<file path="config.mk">
export PLATFORM = sky130hd
export DESIGN_NAME = uart_rx_os
export DESIGN_NICKNAME = d
export VERILOG_FILES = /design/src/rtl/uart_rx_os.sv
export SDC_FILE = /design/constraint.sdc
export NUM_CORES = 1
export LEC_CHECK = 0
export BUFFER_PORTS_ARGS = -buffer_cell sky130_fd_sc_hd__buf_2
export CAP_MARGIN = 25
export CORE_MARGIN = 2
export CORE_UTILIZATION = 50
export DETAILED_ROUTE_END_ITERATION = 16
export PLACE_DENSITY = 0.65
export REMOVE_ABC_BUFFERS = 1
export SLEW_MARGIN = 40
export SYNTH_ARGS = -nofsm -noshare
export SYNTH_HDL_FRONTEND = slang
export SYNTH_SLANG_ARGS = --single-unit
export TNS_END_PERCENT = 50
</file>
<file path="constraint.sdc">
create_clock -name clk -period 2 [get_ports clk]
set_input_delay 0.4 -clock clk [delete_from_list [all_inputs] [get_ports clk]]
set_output_delay 0.4 -clock clk [all_outputs]
set_load 0.03 [all_outputs]
</file>
<file path="src/rtl/uart_rx_os.sv">
// Oversampling UART receiver. It synchronises rx and finds the start bit with
// false-start rejection. It samples data, parity and stop bits at bit centre,
// flags framing, parity, break and overrun conditions, and hands the word out
// on a valid/ready pair.
// Ports: clk/reset (async active-low); rx serial in; rx_tick oversample enable;
//        rx_dout/rx_valid/rx_ready word handshake; parity_err, frame_err,
//        break_det, overrun status for the held word; busy = not idle.
module uart_rx_os #(
  parameter int DATA_BITS   = 8,
  parameter int OVERSAMPLE  = 16,
  parameter int STOP_BITS   = 1,
  parameter int PARITY_EN   = 0,
  parameter int PARITY_ODD  = 0,
  parameter int SYNC_STAGES = 2
) (
  input  logic                 clk,
  input  logic                 reset,
  input  logic                 rx,
  input  logic                 rx_tick,
  output logic [DATA_BITS-1:0] rx_dout,
  output logic                 rx_valid,
  input  logic                 rx_ready,
  output logic                 parity_err,
  output logic                 frame_err,
  output logic                 break_det,
  output logic                 overrun,
  output logic                 busy
);

  localparam int TW = $clog2(OVERSAMPLE);
  localparam int BW = $clog2(DATA_BITS);
  localparam logic PAR_ODD = (PARITY_ODD != 0);

  typedef enum logic [2:0] {IDLE, START, DATA, PARITY, STOP, BRK_WAIT} state_t;

  state_t                 state, state_n;
  logic [SYNC_STAGES-1:0] sync_q;
  logic                   rxs;
  logic [TW-1:0]          tcnt, tcnt_n;
  logic [BW-1:0]          bcnt, bcnt_n;
  logic                   scnt, scnt_n;
  logic [DATA_BITS-1:0]   shreg, shreg_n;
  logic                   perr, perr_n;
  logic                   ferr, ferr_n;
  logic                   pbit, pbit_n;
  logic                   frame_done;
  logic                   brk;
  logic                   centre;
  logic                   hs;

  // Synchroniser presets to the idle level so reset never looks like a start bit.
  always_ff @(posedge clk or negedge reset) begin
    if (!reset) sync_q <= '1;
    else        sync_q <= {sync_q[SYNC_STAGES-2:0], rx};
  end
  assign rxs = sync_q[SYNC_STAGES-1];

  assign centre = (tcnt == TW'(OVERSAMPLE - 1));

  always_ff @(posedge clk or negedge reset) begin
    if (!reset) begin
      state <= IDLE;
      tcnt  <= '0;
      bcnt  <= '0;
      scnt  <= 1'b0;
      shreg <= '0;
      perr  <= 1'b0;
      ferr  <= 1'b0;
      pbit  <= 1'b0;
    end else begin
      state <= state_n;
      tcnt  <= tcnt_n;
      bcnt  <= bcnt_n;
      scnt  <= scnt_n;
      shreg <= shreg_n;
      perr  <= perr_n;
      ferr  <= ferr_n;
      pbit  <= pbit_n;
    end
  end

  always_comb begin
    state_n    = state;
    tcnt_n     = tcnt;
    bcnt_n     = bcnt;
    scnt_n     = scnt;
    shreg_n    = shreg;
    perr_n     = perr;
    ferr_n     = ferr;
    pbit_n     = pbit;
    frame_done = 1'b0;
    brk        = 1'b0;
    if (rx_tick) begin
      case (state)
        IDLE: begin
          if (!rxs) begin
            state_n = START;
            tcnt_n  = '0;
          end
        end
        START: begin
          // Half a bit after the falling edge the line must still be low.
          if (tcnt == TW'(OVERSAMPLE / 2 - 1)) begin
            tcnt_n = '0;
            if (rxs) begin
              state_n = IDLE;
            end else begin
              state_n = DATA;
              bcnt_n  = '0;
              perr_n  = 1'b0;
              ferr_n  = 1'b0;
              pbit_n  = 1'b0;
            end
          end else begin
            tcnt_n = tcnt + 1'b1;
          end
        end
        DATA: begin
          if (centre) begin
            tcnt_n  = '0;
            shreg_n = {rxs, shreg[DATA_BITS-1:1]};
            if (bcnt == BW'(DATA_BITS - 1)) begin
              bcnt_n  = '0;
              scnt_n  = 1'b0;
              state_n = (PARITY_EN != 0) ? PARITY : STOP;
            end else begin
              bcnt_n = bcnt + 1'b1;
            end
          end else begin
            tcnt_n = tcnt + 1'b1;
          end
        end
        PARITY: begin
          if (centre) begin
            tcnt_n  = '0;
            pbit_n  = rxs;
            perr_n  = ((^shreg) ^ rxs) != PAR_ODD;
            scnt_n  = 1'b0;
            state_n = STOP;
          end else begin
            tcnt_n = tcnt + 1'b1;
          end
        end
        STOP: begin
          if (centre) begin
            tcnt_n = '0;
            ferr_n = ferr | ~rxs;
            if (scnt == 1'(STOP_BITS - 1)) begin
              // Leave right after the last stop sample so a back-to-back
              // start edge half a bit later is not missed.
              frame_done = 1'b1;
              scnt_n     = 1'b0;
              brk        = (shreg == '0) && ((PARITY_EN == 0) || !pbit) && ferr_n;
              state_n    = brk ? BRK_WAIT : IDLE;
            end else begin
              scnt_n = scnt + 1'b1;
            end
          end else begin
            tcnt_n = tcnt + 1'b1;
          end
        end
        BRK_WAIT: begin
          if (rxs) state_n = IDLE;
        end
        default: state_n = IDLE;
      endcase
    end
  end

  assign hs = rx_valid & rx_ready;

  // A finished frame is kept only if the output register is free or being
  // emptied in the same cycle; otherwise it is dropped and overrun flagged.
  always_ff @(posedge clk or negedge reset) begin
    if (!reset) begin
      rx_dout    <= '0;
      rx_valid   <= 1'b0;
      parity_err <= 1'b0;
      frame_err  <= 1'b0;
      break_det  <= 1'b0;
      overrun    <= 1'b0;
    end else if (frame_done) begin
      if (!rx_valid || hs) begin
        rx_dout    <= shreg;
        parity_err <= perr;
        frame_err  <= ferr_n;
        break_det  <= brk;
        rx_valid   <= 1'b1;
      end else begin
        overrun <= 1'b1;
      end
    end else if (hs) begin
      rx_valid <= 1'b0;
      overrun  <= 1'b0;
    end
  end

  assign busy = (state != IDLE);

endmodule

</file>
After elaboration in Yosys (flattened, before gate mapping). Cells that the tools add are included.

Output and inout bits: 14. Word-level logic and storage cells: 110. Bits in registers: 36. Bits of input ports: 5.

Multiplexer cells: 48. Bitwise operators: 4. Add/subtract/negate cells: 3. Equality and inequality tests: 19. Reductions and logical operators: 22.

Operator list (number): 3-bit two-way mux (13); 1-bit two-way mux (25); 2-bit inequality test, second input constant (10); 3-bit case mux with 6 select lines (1); 4-bit two-way mux (3); 4-bit case mux with 3 select lines (1); 5-bit AND reduction (2); 3-bit == test, second input constant (3); 9-bit AND reduction (1); 3-bit nonzero test (3); 8-bit zero test (1); 8-bit parity (1); 3-bit by 2-bit == test with 1-bit output, second input constant (2); 3-bit case mux with 2 select lines (1); 2-bit AND reduction (3); 3-bit AND reduction (2); 6-bit AND reduction (1); 2-bit nonzero test (3); 4-bit by 1-bit adder with 4-bit output, second input constant (1); 4-bit by 3-bit == test with 1-bit output, second input constant (1); 4-bit == test, second input constant (1); 1-bit case mux with 2 select lines (2); 3-bit by 1-bit adder with 3-bit output, second input constant (1); 3-bit by 1-bit == test with 1-bit output, second input constant (1); other kinds (13) (13).

Longest topological paths before layout. Gate-level depths: netlist (run 1).

Depth after elaboration: 7. Depth in mapped cells: 6. Depth with buffers taken out: 6.

Worst setup path after synthesis (run 1). No wires, ideal clock.

Path type: flip-flop to flip-flop. Start point: register state[1]. End point: register break_det. Cell stages (with the launch flop): 7. Required time: 1875 ps. Buffers on the path: 2. Setup time: 125 ps. Period minus slack after synthesis: 1725 ps. Arrival: 1600 ps. Path slack: 275 ps. Cell sequence: dfrtp_1 > buf_2 > or3b_4 > nor2_4 > o21a_4 > buf_12 > mux2_4.

Word-level cells in the longest chain between the ends: 4. Elaborated cells between the ends (all ways): 6. Classes of those cells: eq/ne: 1; mux: 4; reduce/logical: 1.

RTL lines: start, declared (RTL line 36) `state_t state, state_n;`; start signal, assigned (RTL line 71) `state <= state_n;`; 3-bit == test (*) (RTL line 94) `case (state)`; 1-bit two-way mux (RTL line 94); 1-bit two-way mux (RTL line 93) `if (rx_tick) begin`; 2-bit AND reduction (no line); end signal, assigned (RTL line 187) `break_det <= brk;`; end, declared (RTL line 25) `output logic break_det,`.

Mark *: on every way between the ends. The rest lies on a longest branch, timed or not. A chain may end at the register's enable or synchronous reset.

Final worst setup path (run 1).
Start point: register state[0]. End point: register rx_dout[6].

Word-level cells in the longest chain between the ends: 4.

RTL lines: 3-bit == test (RTL line 94); 1-bit two-way mux (RTL line 94); 1-bit two-way mux (RTL line 93); 2-bit AND reduction (no line); end signal, assigned (RTL line 184) `rx_dout <= shreg;`; end, declared (RTL line 20) `output logic [DATA_BITS-1:0] rx_dout,`.

Every way passes these cells.

==> summary.log, run 1 <==
qor: timing.rsz0062_at_grt no
qor: timing.clock.fmax 554 MHz
qor: timing.setup-violations-final 0
qor: global_route.grt_first_pass_wirelength 6420 um
qor: setup_path.crit_buf_inv 0
qor: min_path.holdCritPathClass in2async
qor: cts.post_cts_buffers 0
qor: setup_path.critical_path_cell_count 4
qor: final_layout.design.final.nets 209
qor: final_layout.final_antenna_diode_count 0
qor: setup_path.r2r_cells 4
qor: setup_path.slowest_stage dfrtp_1
qor: synthesis.synth-edff-count 0
qor: setup_path.slowest_delay 0.46 ns
qor: setup_path.cp.arrival 1.97 ns
qor: drt.first_pass_iters 4
qor: final_layout.utilization 0.579
qor: drt.route.detailed.drc 0
qor: power_and_ir_drop.netSwitchingFraction 0.314
qor: synthesis.synthesis.area_per_instance 10.6 um^2
qor: setup_path.critical_path_required 2.17 ns
qor: floorplanning.core_area 3630 um^2
qor: final_layout.finish.cell_count_without_fillers 246
qor: setup_path.cp_top_family simple AND/OR/NAND/NOR gates
qor: floorplanning.floorplan.die_area 4270 um^2
qor: synthesis.yosys.cell_types.count 47
qor: timing.period_minus_slack 1.80 ns
qor: synthesis.synth_most_common_cell dfrtp_1
qor: floorplanning.floorplan.io_pins 19
qor: cts.tritoncts_num_sinks 35
qor: global_route.grt_usage 0.199
qor: timing.fin_crit_sh 0.902
qor: place.place.port_buffers 18
qor: timing.worst_margin_pin_slew 0.604 ns
qor: synthesis.synth-async-reset-ratio 1.00
qor: global_route.grt_start_max_net_pins 36
qor: cts.clock_latency 0.29 ns
qor: setup_path.crit-reg2reg-launch state[0]$_DFFE_PN0P_
qor: setup_path.cp_max_fo 11
qor: synthesis.ys_seq_elements 35
qor: synthesis.synthesized_netlist_cell_count 177
qor: timing.report.final.slew_viol_count 0
qor: place.dpl.cell_count 238
qor: power_and_ir_drop.internal_power 1.21 mW
qor: setup_path.critical_path.endpoint rx_dout[6]$_DFFE_PN0P_
qor: synthesis.synth_largest_type_area_fraction 0.439
qor: setup_path.setup.worst_path.start state[0]$_DFFE_PN0P_
qor: power_and_ir_drop.power.leakage 1.03 nW
qor: final_layout.fillCellCount 335
qor: cts.cts-htree-levels 2
qor: place.detailedPlacementHpwl 2580 um
qor: power_and_ir_drop.power.sequential.fraction 0.466
qor: global_route.first_global_vias 1383
qor: drt.detailedRoute.firstIterationViolations 59
qor: timing.final-hold-violation-count 0
qor: drt.wl 3570 um
qor: drt.via_per_inst 5.54
qor: outcome.status finished clean
qor: setup_path.timing.setup.critical_path_class reg2reg
qor: power_and_ir_drop.combPwrFrac 0.237
qor: drt.routed_antenna_nets 0
qor: timing.hold_slack 0.0466 ns
qor: timing.slew_headroom 0.595
qor: cts.tritoncts_clock_tree done
qor: setup_path.r2r_end rx_dout[6]$_DFFE_PN0P_
qor: setup_path.critical_path.cell_chain or3b_4 > nor2_4 > o21a_4 > mux2_2
qor: synthesis.synth_top_cells_by_count dfrtp_1 (33), o21ai_0 (20), nand2_1 (16), inv_1 (15), mux2_4 (10)
qor: cts.clock_tree.buffer_depth 2
qor: global_route.number_of_antenna_violations_at_the_first_check_in_global_routing 0
qor: cts.number_of_buffers_created_by_cts 5
qor: synthesis.yosys_most_used_dff dfrtp_1
qor: cts.path_clk_slew 0.07 ns
qor: power_and_ir_drop.pwr-share-clk 0.297
qor: synthesis.seq_area_frac_synth 0.467
qor: power_and_ir_drop.worst_ir_drop_vdd 0.000545 V
qor: drt.route.vias.total 1362
qor: final_layout.layout-drive-gt1-share 0.263
qor: floorplanning.die_width 65.3 um
qor: synthesis.post_synth_main_area_contributors dfrtp_1 (44%), mux2_4 (8.0%), o21ai_0 (5.3%)
qor: setup_path.worstSetupStartpointType flop
qor: setup_path.flop2flop_setup_slack 0.20 ns
qor: drt.detail_route.wl_per_cell 14.5 um
qor: floorplanning.initial_core_util 0.518
qor: final_layout.area.growth.synth_to_final 11.8%
qor: place.place_congestion 0.834
qor: timing.fin_skew 0.00899 ns
qor: floorplanning.fp.dieH 65.3 um
qor: power_and_ir_drop.p_per_area 837 nW/um^2
qor: synthesis.synth.cell_area 1880 um^2
qor: synthesis.ys.warnings.count 0
qor: flow_run.timing.max_cap.violations 0
qor: power_and_ir_drop.sw_power 553 uW
qor: cts.clk_root_buffer_cell clkbuf_8
qor: timing.setup_total_negative_slack 0 ns
qor: setup_path.critPathCaptureType flop
qor: global_route.globalRouteOverflowTotal 0
qor: synthesis.synth_top_area_cell dfrtp_1
qor: floorplanning.cell_rows 22
==> layout by cell type, fill, tap and decap left out, drive strengths merged, types with 2 or more instances in the layout <==
cell type / instances
dfrtp: 33
buf: 23
o21ai: 20
nand2: 16
inv: 15
mux2: 12
nor2: 8
ha: 7
clkbuf: 7
o21a: 5
nor3: 5
a21oi: 4
nand4: 4
nand3: 3
a22o: 3
xnor2: 3
o31ai: 2
nand2b: 2
a31oi: 2
mux2i: 2
dfstp: 2
or3b: 2
==> power groups by stage <==
stage          registers [mW]  logic [mW]  clock network (mW)
2_1_floorplan           0.845       0.274                   0
3_3_place_gp            0.828       0.401                   0
3_5_place_dp            0.832       0.415                   0
4_1_cts                 0.819       0.416               0.542
5_1_grt                 0.831       0.465               0.573
6_report                0.821       0.417               0.523
==> through the flow <==
stage / total power, mW / worst slack, ns / instance area [um^2]
final: 1.76 / 0.196 / 2100
after global routing: 1.87 / 0.0836 / 2100
after CTS: 1.78 / 0.140 / 2100
after detailed placement: 1.25 / 0.209 / 2000
after global placement: 1.23 / 0.264 / 2000
after floorplan: 1.12 / 0.194 / 1820
==> kinds of logic (layout without fill, tap and decap cells) <==
family	count (synthesis)	count (layout)	synth area share
AO/OA/AOI/OAI	45	45	0.156
XOR/XNOR	4	4	0.0259
adder cells (fa/ha/maj)	7	7	0.0466
buffers and inverters	25	46	0.0639
flip-flops	35	35	0.467
multiplexers	14	14	0.102
AND/OR/NAND/NOR	47	47	0.138
==> area by class of cell <==
class / count / area [um^2] / area share
Clock buffer: 7 / 86.3 / 0.0410
Sequential cell: 35 / 878 / 0.418
Inverter: 15 / 56.3 / 0.0268
Tap cell: 48 / 60.1 / 0.0286
Multi-Input combinational cell: 117 / 887 / 0.422
Clock inverter: 1 / 5.00 / 0.00238
Timing Repair Buffer: 23 / 130 / 0.0619
==> per-layer routing <==
layer | global-route usage | wire length (um) | share of wire | up-vias
met2 | 0.330 | 1720 | 0.48 | 27
met3 | 0.0462 | 129 | 0.036 | 5
met1 | 0.249 | 1650 | 0.46 | 663
met5 | 0 | 0 | 0 | -
met4 | 0.0859 | 65 | 0.018 | 0
li1 | - | - | - | 667
==> state kept, by name, summed over array words and instances, names as in the netlist <==
name,cells
rx_dout,8
shreg,8
tcnt,4
bcnt,3
state,3
sync_q,2
break_det,1
ferr,1
frame_err,1
overrun,1
parity_err,1
perr,1
rx_valid,1
==> what timing repair did <==
action                                  4_1_cts  5_1_grt
hold buffers                                  0        0
endpoints found under the setup margin        0        1
endpoints found under the hold margin         0        0
resized for setup                             0        1
==> how the worst min path moves through the flow <==
stage / startpoint / end / slack [ns] / cells after the start
global route: reset / shreg[5]$_DFFE_PN0P_ / 0.08 / 1
floorplan: reset / bcnt[0]$_DFFE_PN0P_ / 0.10 / 0
detailed placement: sync_q[0]$_DFF_PN1_ / sync_q[1]$_DFF_PN1_ / 0.36 / 0
finish: reset / shreg[4]$_DFFE_PN0P_ / 0.05 / 1
CTS: reset / rx_dout[5]$_DFFE_PN0P_ / 0.20 / 1
global placement: sync_q[0]$_DFF_PN1_ / sync_q[1]$_DFF_PN1_ / 0.35 / 0
==> worst reg2reg max path: cells and delay by family, from the launching register on <==
family / cells / cell delay [ns]
AOI/OAI and AO/OA: 1 / 0.28
DFF: 1 / 0.46
muxes: 1 / 0.37
and+or+nand+nor: 2 / 0.58
Note: power is estimated with default switching activity, not from simulation.
==> run 2, diff against run 1 <==
- CORE_ASPECT_RATIO: default -> 0.8
- CORE_UTILIZATION: 50 -> 61
- CTS_BUF_LIST: default -> sky130_fd_sc_hd__clkbuf_2 sky130_fd_sc_hd__clkbuf_4 sky130_fd_sc_hd__clkbuf_8
- PLACE_DENSITY: 0.65 -> 0.78
==> summary.log, run 2 (synthesis gave the netlist of run 1 again) <==
qor: power_and_ir_drop.netSwitchingFraction 0.319 [+0.00541]
qor: cts.cts-htree-levels 2 [unchanged]
qor: drt.route.detailed.drc 0 [unchanged]
qor: drt.wl 3840 um [+7.6%]
qor: timing.final-hold-violation-count 0 [unchanged]
qor: final_layout.layout.cells.most_common dfrtp_1
qor: power_and_ir_drop.worst_ir_drop_vdd 0.000498 V [-8.7%]
qor: floorplanning.floorplan.io_pins 19 [unchanged]
qor: setup_path.slowest_delay 0.39 ns [-0.07 ns]
qor: flow_run.timing.max_cap.violations 0 [unchanged]
qor: final_layout.design.final.nets 209 [unchanged]
qor: setup_path.critPathCaptureType flop
qor: cts.clock_latency 0.29 ns [about the same]
qor: final_layout.layout_top_registers rx_dout x8, shreg x8, tcnt x4
qor: global_route.first_global_vias 1375 [-0.58%]
qor: cts.tritoncts_clock_tree done
qor: setup_path.critical_path_required 2.17 ns [about the same]
qor: global_route.grt_first_pass_wirelength 6640 um [+3.3%]
qor: timing.fin_crit_sh 0.930 [+0.0285]
qor: timing.setup-violations-final 0 [unchanged]
qor: timing.period_minus_slack 1.86 ns [+0.0569 ns]
qor: setup_path.critical_path_cell_count 5 [+1]
qor: setup_path.crit_buf_inv 0 [unchanged]
qor: setup_path.cp_max_fo 11 [unchanged]
qor: place.place.port_buffers 18 [unchanged]
qor: floorplanning.die_width 66.1 um [+1.1%]
qor: setup_path.cp.arrival 2.03 ns [+0.06 ns]
qor: power_and_ir_drop.sw_power 566 uW [+2.4%]
qor: setup_path.worstSetupStartpointType flop
qor: cts.path_clk_slew 0.07 ns [about the same]
qor: global_route.grt_start_max_net_pins 36 [unchanged]
qor: global_route.globalRouteOverflowTotal 0 [unchanged]
qor: timing.worst_margin_pin_slew 0.487 ns [-0.117 ns]
qor: drt.detail_route.wl_per_cell 16.3 um [+12%]
qor: final_layout.most_frequent_cells_in_the_layout dfrtp_1 (33), o21ai_0 (20), buf_2 (17), nand2_1 (16), inv_1 (15)
qor: global_route.number_of_antenna_violations_at_the_first_check_in_global_routing 0 [unchanged]
qor: timing.setup_total_negative_slack 0 ns [unchanged]
qor: power_and_ir_drop.p_per_area 847 nW/um^2 [+1.2%]
qor: cts.hold_buffers 0 [unchanged]
qor: floorplanning.cell_rows 17 [-23%]
qor: cts.number_of_buffers_created_by_cts 5 [unchanged]
qor: cts.clock_tree.buffer_depth 2 [unchanged]
qor: timing.rsz0062_at_grt no
qor: place.place_congestion 0.952 [+14%]
qor: timing.slew_headroom 0.674 [+0.0785]
qor: global_route.grt_usage 0.257 [+0.0577]
qor: min_path.holdCritPathClass in2async
qor: outcome.status finished clean
qor: place.detailedPlacementHpwl 2730 um [+5.8%]
qor: setup_path.slowest_stage dfrtp_1
qor: cts.clk_root_buffer_cell clkbuf_8
qor: final_layout.layout-drive-gt1-share 0.273 [+0.0101]
qor: timing.hold_slack 0.0544 ns [+0.00778 ns]
qor: power_and_ir_drop.combPwrFrac 0.240 [+0.003]
qor: timing.clock.fmax 537 MHz [-3.1%]
qor: power_and_ir_drop.power.leakage 1.03 nW [about the same]
qor: power_and_ir_drop.internal_power 1.21 mW [-0.16%]
qor: drt.via_per_inst 5.96 [+7.7%]
qor: timing.fin_skew 0.00262 ns [-0.00638 ns]
qor: floorplanning.core_area 2850 um^2 [-22%]
qor: floorplanning.initial_core_util 0.660 [+0.142]
qor: drt.detailedRoute.firstIterationViolations 168 [+180%]
qor: floorplanning.floorplan.die_area 3550 um^2 [-17%]
qor: drt.route.vias.total 1407 [+3.3%]
qor: setup_path.critical_path.cell_chain ha_2 > nand4_2 > nor2_4 > o21a_4 > mux2_2
qor: drt.first_pass_iters 4 [unchanged]
qor: setup_path.cp_top_family simple AND/OR/NAND/NOR gates
qor: timing.report.final.slew_viol_count 0 [unchanged]
qor: final_layout.final_antenna_diode_count 0 [unchanged]
qor: setup_path.r2r_cells 5 [+1]
qor: floorplanning.fp.dieH 53.7 um [-18%]
qor: power_and_ir_drop.pwr-share-clk 0.297 [about the same]
qor: final_layout.area.growth.synth_to_final 11.2%
qor: power_and_ir_drop.power.sequential.fraction 0.463 [-0.003]
qor: setup_path.timing.setup.critical_path_class reg2reg
qor: cts.tritoncts_num_sinks 35 [unchanged]
qor: drt.routed_antenna_nets 0 [unchanged]
==> run 2: cell types whose count changed in the layout (fill, tap and decap cells not counted) <==
| cell | delta |
|---|---|
| clkbuf_4 | +2 |
| clkbuf_1 | -1 |
| clkbuf_8 | -1 |
| ha_1 | -1 |
| ha_2 | +1 |
| nor3_1 | +1 |
| nor3_2 | -1 |
| nor4b_1 | -1 |
| nor4b_2 | +1 |
==> run 2: per-layer routing <==
layer  global-route usage  vias to the layer above  share of wire
li1                     -                      666              -
met1                0.360                      683           0.47
met2                0.396                       53           0.46
met3               0.0690                        5          0.061
met4               0.0816                        0         0.0070
met5                    0                        -              0
==> run 2: repair_timing <==
action                                  CTS  global route
setup buffers                             0             0
resized for setup                         0             2
endpoints found under the setup margin    0             2
hold endpoints to repair                  0             0
==> run 2: final cells by class <==
class	count	area, um^2
Sequential cell	35	878
Fill cell	205	758
Inverter	15	56.3
Clock inverter	1	5.00
Multi-Input combinational cell	117	891
Clock buffer	7	83.8
Tap cell	38	47.5
Timing Repair Buffer	23	130
==> run 2: path summary, 6_finish.rpt <==
| kind | startpoint | to | slack (ns) |
|---|---|---|---|
| max | tcnt[0]$_DFFE_PN0P_ | rx_dout[6]$_DFFE_PN0P_ | 0.14 |
| min | reset | tcnt[3]$_DFFE_PN0P_ | 0.05 |
| max reg2reg | tcnt[0]$_DFFE_PN0P_ | rx_dout[6]$_DFFE_PN0P_ | 0.14 |
| min reg2reg | sync_q[0]$_DFF_PN1_ | sync_q[1]$_DFF_PN1_ | 0.36 |
| max in group asynchronous | reset | sync_q[1]$_DFF_PN1_ | 1.60 |
| min in group clk | rx | sync_q[0]$_DFF_PN1_ | 0.21 |
==> run 2: power groups by stage <==
| stage | combinational, mW | clock [mW] | sequential (mW) |
|---|---|---|---|
| CTS | 0.416 | 0.530 | 0.818 |
| floorplan | 0.274 | 0 | 0.845 |
| finish | 0.425 | 0.527 | 0.821 |
| global route | 0.479 | 0.560 | 0.830 |
| detailed placement | 0.413 | 0 | 0.831 |
| global placement | 0.398 | 0 | 0.826 |
==> run 2: through the flow <==
step	worst slack (ns)	std cells	power (mW)	util	area, um^2
after detailed placement	0.102	228	1.24	0.699	1990
after global placement	0.177	228	1.22	0.699	1990
after global routing	0.0672	236	1.87	0.734	2090
after CTS	0.0782	236	1.76	0.730	2080
after floorplan	0.194	167	1.12	-	1820
final	0.139	236	1.77	0.734	2090
